File: src/rtl/coin_change_dispenser.sv
// Coin payout engine: pays a nickel-unit refund in dimes first, then nickels, tracking stock; DISPENSE_AUDIT_EN adds a paid_total counter.
// Latency: first coin pulse in the cycle after accept, PULSE_GAP idle cycles between pulses, done one cycle after the last decision.
// Backpressure: refund_ready is high only in IDLE; requests presented while busy are ignored, never queued.
module coin_change_dispenser #(
  parameter int AMOUNT_W    = 5,
  parameter int STOCK_W     = 5,
  parameter int NICKEL_INIT = 8,
  parameter int DIME_INIT   = 8,
  parameter int PULSE_GAP   = 1
) (
  input  logic                clock,
  input  logic                reset,
  input  logic                refund_valid,
  input  logic [AMOUNT_W-1:0] refund_amount,
  output logic                refund_ready,
  output logic                nickel_out,
  output logic                dime_out,
  output logic                busy,
  output logic                done,
  output logic                short_change,
  output logic [AMOUNT_W-1:0] remaining,
  input  logic                restock_nickel,
  input  logic                restock_dime,
  output logic [STOCK_W-1:0]  nickel_stock,
  output logic [STOCK_W-1:0]  dime_stock
`ifdef DISPENSE_AUDIT_EN
  ,
  output logic [15:0]         paid_total
`endif
);

  typedef enum logic [1:0] {IDLE, PAY, GAP, DONE} state_t;

  localparam int GAP_W = (PULSE_GAP > 1) ? $clog2(PULSE_GAP) : 1;
  localparam logic [GAP_W-1:0] GAP_LAST = GAP_W'((PULSE_GAP > 0) ? PULSE_GAP - 1 : 0);
  localparam logic [STOCK_W-1:0] STOCK_MAX = {STOCK_W{1'b1}};

  state_t state, state_nxt;
  logic [GAP_W-1:0] gap_cnt;
  logic accept;
  logic pay_end;

  // Saturating add on restock; a same-cycle restock and dispense cancel out.
  function automatic logic [STOCK_W-1:0] stock_upd(input logic [STOCK_W-1:0] s,
                                                  input logic add, input logic sub);
    logic [STOCK_W-1:0] r;
    r = s;
    if (add && !sub && (s != STOCK_MAX)) r = s + STOCK_W'(1);
    else if (sub && !add)                r = s - STOCK_W'(1);
    return r;
  endfunction

  always_ff @(posedge clock) begin
    if (!reset) state <= IDLE;
    else        state <= state_nxt;
  end

  always_comb begin
    state_nxt    = state;
    refund_ready = 1'b0;
    busy         = 1'b1;
    done         = 1'b0;
    dime_out     = 1'b0;
    nickel_out   = 1'b0;
    accept       = 1'b0;
    pay_end      = 1'b0;
    unique case (state)
      IDLE: begin
        refund_ready = 1'b1;
        busy         = 1'b0;
        if (refund_valid) begin
          accept    = 1'b1;
          state_nxt = PAY;
        end
      end
      PAY: begin
        // Pulses decode from registered state/stock, so they are glitch-free and input-independent.
        if (remaining == '0) begin
          pay_end   = 1'b1;
          state_nxt = DONE;
        end else if ((remaining >= AMOUNT_W'(2)) && (dime_stock != '0)) begin
          dime_out  = 1'b1;
          state_nxt = (PULSE_GAP > 0) ? GAP : PAY;
        end else if (nickel_stock != '0) begin
          nickel_out = 1'b1;
          state_nxt  = (PULSE_GAP > 0) ? GAP : PAY;
        end else begin
          pay_end   = 1'b1;
          state_nxt = DONE;
        end
      end
      GAP: begin
        if (gap_cnt == GAP_LAST) state_nxt = PAY;
      end
      DONE: begin
        done      = 1'b1;
        state_nxt = IDLE;
      end
      default: state_nxt = IDLE;
    endcase
  end

  always_ff @(posedge clock) begin
    if (!reset) begin
      remaining    <= '0;
      short_change <= 1'b0;
      gap_cnt      <= '0;
      nickel_stock <= STOCK_W'(NICKEL_INIT);
      dime_stock   <= STOCK_W'(DIME_INIT);
    end else begin
      if (accept) begin
        remaining    <= refund_amount;
        short_change <= 1'b0;
      end else if (dime_out) begin
        remaining <= remaining - AMOUNT_W'(2);
      end else if (nickel_out) begin
        remaining <= remaining - AMOUNT_W'(1);
      end
      if (pay_end) short_change <= (remaining != '0);
      gap_cnt      <= (state == GAP) ? gap_cnt + GAP_W'(1) : '0;
      nickel_stock <= stock_upd(nickel_stock, restock_nickel, nickel_out);
      dime_stock   <= stock_upd(dime_stock, restock_dime, dime_out);
    end
  end

`ifdef DISPENSE_AUDIT_EN
  always_ff @(posedge clock) begin
    if (!reset)          paid_total <= '0;
    else if (dime_out)   paid_total <= paid_total + 16'd2;
    else if (nickel_out) paid_total <= paid_total + 16'd1;
  end
`endif

endmodule

File: config.mk
export PLATFORM = sky130hd
export DESIGN_NAME = coin_change_dispenser
export DESIGN_NICKNAME = d
export VERILOG_FILES = /design/src/rtl/coin_change_dispenser.sv
export SDC_FILE = /design/constraint.sdc
export NUM_CORES = 1
export LEC_CHECK = 0
export CAP_MARGIN = 5
export CORE_MARGIN = 3
export CORE_UTILIZATION = 49
export DETAILED_ROUTE_END_ITERATION = 12
export PLACE_DENSITY = 0.78
export SKIP_LAST_GASP = 1
export SLEW_MARGIN = 20
export SYNTH_ARGS = -nofsm -noshare
export SYNTH_HDL_FRONTEND = slang
export SYNTH_SLANG_ARGS = --single-unit
export TNS_END_PERCENT = 100
File: constraint.sdc
create_clock -name clock -period 5.2 [get_ports clock]
set_input_delay 0.52 -clock clock [delete_from_list [all_inputs] [get_ports clock]]
set_output_delay 0.52 -clock clock [all_outputs]
set_load 0.02 [all_outputs]
# Word-level counts from Yosys, hierarchy flattened
# Cells that the tools add are included.
# Widths: inputs -> output; s select.
word_totals:
  regBits: 19
  in_bits: 10
classes:
  order_cmp: 1
  n_mux: 31
  n_eq_ne: 7
  n_addsub: 7
  n_reduce_logical: 22
op_table:
  columns: ["cell", "count"]
  rows:
  - ["$mux 5", 7]
  - ["$mux 1", 21]
  - ["$reduce_bool 5->1", 3]
  - ["$sub 5x1->5 const B", 3]
  - ["$add 5x1->5 const B", 2]
  - ["$ne 5x5->1 const B", 2]
  - ["$pmux 2 s4", 1]
  - ["$logic_and 1x1->1", 7]
  - ["$reduce_bool 2->1", 3]
  - ["$ge 5x2->1 const B", 1]
  - ["$logic_not 5->1", 1]
  - ["$sub 5x2->5 const B", 1]
  - ["$eq 2x2->1 const B", 2]
  - ["$logic_not 1->1", 4]
  - ["$mux 2", 2]
  - ["$ne 2x2->1 const B", 2]
  - ["$reduce_and 2->1", 2]
  - ["$reduce_bool 3->1", 1]
  - ["$eq 2x1->1 const B", 1]
  - ["$logic_not 2->1", 1]
  - ["$add 1x1->1 const B", 1]

# Logic depth before layout (Yosys ltp)
logic_depth:
  word_depth: 9
  ltp_mapped: 12
  depth_no_buf: 12

# Worst setup path after synthesis
# OpenSTA, ideal clock, no wires.
synth_timing:
  kind: "reg2reg"
  start: "register remaining[1]"
  end: "register dime_stock[4]"
  setup_ps: 72
  path_slack_ps: 2151
  path_stages_with_launch: 12
  t_arrival_ps: 2977
  path_cell_list: "dfxtp_1 -> inv_1 -> ha_1 -> or4b_2 -> and2_1 -> a21oi_4 -> inv_1 -> fa_1 -> a21o_1 -> a21oi_1 -> mux2i_1 -> mux2i_1"
synth_via:
  elab_chain_len: 9
  elab_cells_between_ends: 12
  classes_between: "order compare (1); mux (4); reduce/logical (7)"
synth_rtl:
  columns: ["element", "line_no", "rtl"]
  rows:
  - ["start, declared", "21", "output logic [AMOUNT_W-1:0] remaining,"]
  - ["start signal, assigned", "112", "remaining <= refund_amount;"]
  - ["start signal, assigned", "115", "remaining <= remaining - AMOUNT_W'(2);"]
  - ["start signal, assigned", "117", "remaining <= remaining - AMOUNT_W'(1);"]
  - ["$ge 5x2->1", "81", "end else if ((remaining >= AMOUNT_W'(2)) && (dime_stock != '0)) begin"]
  - ["$logic_and 1x1->1", "81", null]
  - ["$mux 1", "81", null]
  - ["$mux 1 (*)", "78", "if (remaining == '0) begin"]
  - ["$mux 1 (*)", "67", "unique case (state)"]
  - ["$logic_not 1->1", "48", "if (add && !sub && (s != STOCK_MAX)) r = s + STOCK_W'(1);"]
  - ["$logic_and 1x1->1 (2 in series)", "48", null]
  - ["$mux 5 / $reduce_bool 2->1 (equally long branches)", null, null]
  - ["end signal, assigned", "109", "dime_stock <= STOCK_W'(DIME_INIT);"]
  - ["end signal, assigned", "122", "dime_stock <= stock_upd(dime_stock, restock_dime, dime_out);"]
  - ["end, declared", "25", "output logic [STOCK_W-1:0] dime_stock"]
# Mark *: on every way between the ends. The rest lies on a longest branch, timed or not.
# A chain may end at the register's enable or synchronous reset.

# Worst setup path in the final report
layout_timing:
  start: "register remaining[1]"
  end: "output port nickel_out"
layout_via:
  elab_chain_len: 5
  elab_cells_between_ends: 6
  classes_between: "order compare (1); mux (3); reduce/logical (2)"
layout_rtl:
  columns: ["element", "line_no", "rtl"]
  rows:
  - ["$ge 5x2->1", "81", null]
  - ["$logic_and 1x1->1", "81", null]
  - ["$mux 1", "81", null]
  - ["$mux 1 (*)", "78", null]
  - ["$mux 1 (*)", "67", null]
  - ["end, declared", "16", "output logic nickel_out,"]
# Marks and branches as above.

==> qor.yml <==
detailed_routing:
  antenna_violating_nets_post_route: 0
  wl_met3_um: 190
  drt-pass1-iter-count: 4
  wl_met1_mm: 1.46
  vias: 1257
  top_layer: "met4"
  vias_per_cell: 5.87
  drcViolationCount: 0
  drt_iter0_drc: 59
  drt-total-wl_mm: 3.20
  wl_per_cell_um: 15.0
  met2_length_mm: 1.54
critical_path:
  crit_fanout: 7
  worst_setup_path_end_kind: "primary output"
  cp_data_arrival_time_ns: 2.88
  critical_path_class: "reg2out"
  critPathLaunch: "remaining[1]"
  worstPathCellList: "inv_1 > ha_1 > or3b_2 > o22a_4 > or3_1 > inv_1 > clkdlybuf4s50_1"
  cp.required_ns: 4.68
  crit_family: "simple AND/OR/NAND/NOR gates"
  timing.rr.start: "remaining[1]"
  startpoint_type: "flop"
  cp_common_cell: "inv_1"
  cp_slowest_cell: "clkdlybuf4s50_1"
  slowest_delay_ns: 0.60
  worst-path-buf-inv: 3
logic_synthesis:
  avgSynthCellArea_um2: 8.82
  yosysUniqueCellTypes: 45
  synth_top_area_cell: "dfxtp_1"
  synth.top_cell.area_share_pct: 28.4
  ys_ff_latch: 19
  synth_xor_area_share_pct: 3.92
  synth-seq-area-share_pct: 28.4
  yosys_warnings: 0
  synthCells: 152
  synth-compound-area-share_pct: 24.9
  ys_top_cells_by_area: "dfxtp_1 28%, ha_1 10%, o21ai_0 6.0%"
  synth.area.mux_share_pct: 5.60
  synth_fp_nets: 175
  synthSimpleGateAreaFrac_pct: 20.3
  syn_area_um2: 1340
  synth_top_family_by_area: "compound AO/OA/AOI/OAI gates"
  ys_dominant_reg_cell: "dfxtp_1"
  async_reset_ff_share_pct: 0
  synth_enable_flop_cells: 0
  synthAdderAreaFrac_pct: 13.2
sta:
  tightest_slew_ns: 0.722
  timing.final.crit_share_pct: 65.5
  finalMaxSlewViolations: 0
  min_period_ns: 3.40
  worst_slack_ns: 1.80
  hold_viol: 0
  slew_headroom_pct: 51.5
  max_freq_mhz: 294
  rsz0062_at_grt: "no"
  tns_ns: 0
  setup_violations: 0
  fin_worst_skew_ns: 0.00486
layout:
  fill_cells: 225
  fin_area_um2: 1700
  final_cell_mix: "30 x clkdlybuf4s50_1, 19 x dfxtp_1, 16 x o21ai_0, 12 x nand2_1"
  layout_commonest_cell: "clkdlybuf4s50_1"
  multi_input_area_um2: 912
  instances_no_fill: 214
  drive_above_1_share_pct: 7.61
  fin_nets: 208
  regArea_um2: 380
  area_growth_pct: 26.9
  n_antenna_cell: 0
outcome:
  status: "finished clean"
clocking:
  cts_hold_buf: 0
  post_cts_buffers: 0
  clk_path_buf_depth: 2
  cts_tree: "built"
  cts-resized-gates: 0
  cts_max_level: 1
  clock-sinks: 19
  cts-root-buf: "clkbuf_4"
  clk_pin_slew_ns: 0.12
  cts_buffers: 3
  clock_latency_ns: 0.30
placed_design:
  placed_cells_incl_taps: 210
  io_buffers: 30
  pre_cts_ws_ns: 1.96
  dp_hpwl_mm: 2.43
  gp_congestion: 0.872
  dpl_cell_area_um2: 1670
power_and_ir_drop:
  powerDensity_nw_per_um2: 487
  p_leak_uw: 0.000697
  vdd_drop_max_uv: 357
floorplan:
  initial_core_util_pct: 52.7
  io_pins: 31
  coreArea_um2: 2540
  rows: 18
  die-height_um: 58.3
  die-area_um2: 3400
  die_w_um: 58.3
flow_run:
  cap_violations: 0
grt:
  grt-ovfl-total: 0
  grt_pass1_wl_mm: 5.53
  grt_pass1_vias: 1197
  antenna_found_initial: 0
  grt_usage_pct: 20.4
  grt_max_degree: 19
min_path:
  min_from: "gap_cnt"
  hp-class: "reg2reg"
-- state kept, by name (all words and copies together), names as in the netlist --
register and flops:
state 2, remaining 5, short_change 1, nickel_stock 5, gap_cnt 1, dime_stock 5
-- layer usage --
metal / up-vias / track usage (%)
li1: 627 / -
met1: 588 / 28.6
met2: 40 / 32.5
met3: 2 / 5.26
met4: 0 / 2.32
met5: - / 0
-- worst reg2reg max path: stages, from the launching register on --
cell,delay (ns)
dfxtp_1,0.38
inv_1,0.15
ha_1,0.16
or4b_2,0.66
nand2_1,0.29
o31a_4,0.23
inv_1,0.11
fa_1,0.41
a21o_1,0.17
a21oi_1,0.21
mux2i_2,0.26
mux2i_1,0.21
-- cell type report --
type	count	area share, %
Multi-Input combinational cell	120	53.6
Clock inverter	1	0.441
Timing Repair Buffer	30	17.6
Sequential cell	19	22.4
Tap cell	30	2.21
Inverter	11	2.43
Clock buffer	3	1.32
-- path summary, 6_finish.rpt --
path / to / slack [ns] / depth (start not counted)
min: gap_cnt / 0.46 / 1
max reg2reg: nickel_stock[4] / 1.91 / 11
min reg2reg: gap_cnt / 0.46 / 1
max: nickel_out / 1.80 / 7
-- cells in the mapped netlist, drive strengths merged, types with 3 or more instances --
master / number
dfxtp: 19
nand2: 12
xnor2: 4
or3: 3
o21ai: 16
a21oi: 8
nor2: 7
nor3b: 3
nand3: 4
nor3: 3
a31oi: 6
inv: 11
ha: 11
a21o: 4
mux2i: 6
-- power by group --
group	total, uW	switching [uW]	internal [uW]	leakage (uW)
Combinational	499	263	237	0.000526
Clock	79.9	50.6	29.3	0.0000139
Sequential	249	64.4	185	0.000157
Total	828	378	451	0.000697
-- metrics by stage --
step	total power, uW	hold slack, ns	util [%]
finish	828	0.458	66.9
global route	895	0.502	66.9
CTS	828	0.464	66.9
detailed placement	746	0.447	65.7
global placement	729	0.433	65.7
floorplan	582	0.419	-
-- logic make-up (layout without fill, tap and decap cells) --
kind of cell    count (synthesis)  after routing
flops                          19             19
fa+ha+maj                      13             13
simple gates                   46             46
compound gates                 48             48
buf+inv                        13             45
mux                             7              7
xor+xnor                        6              6
Note: power is estimated with default switching activity, not from simulation.
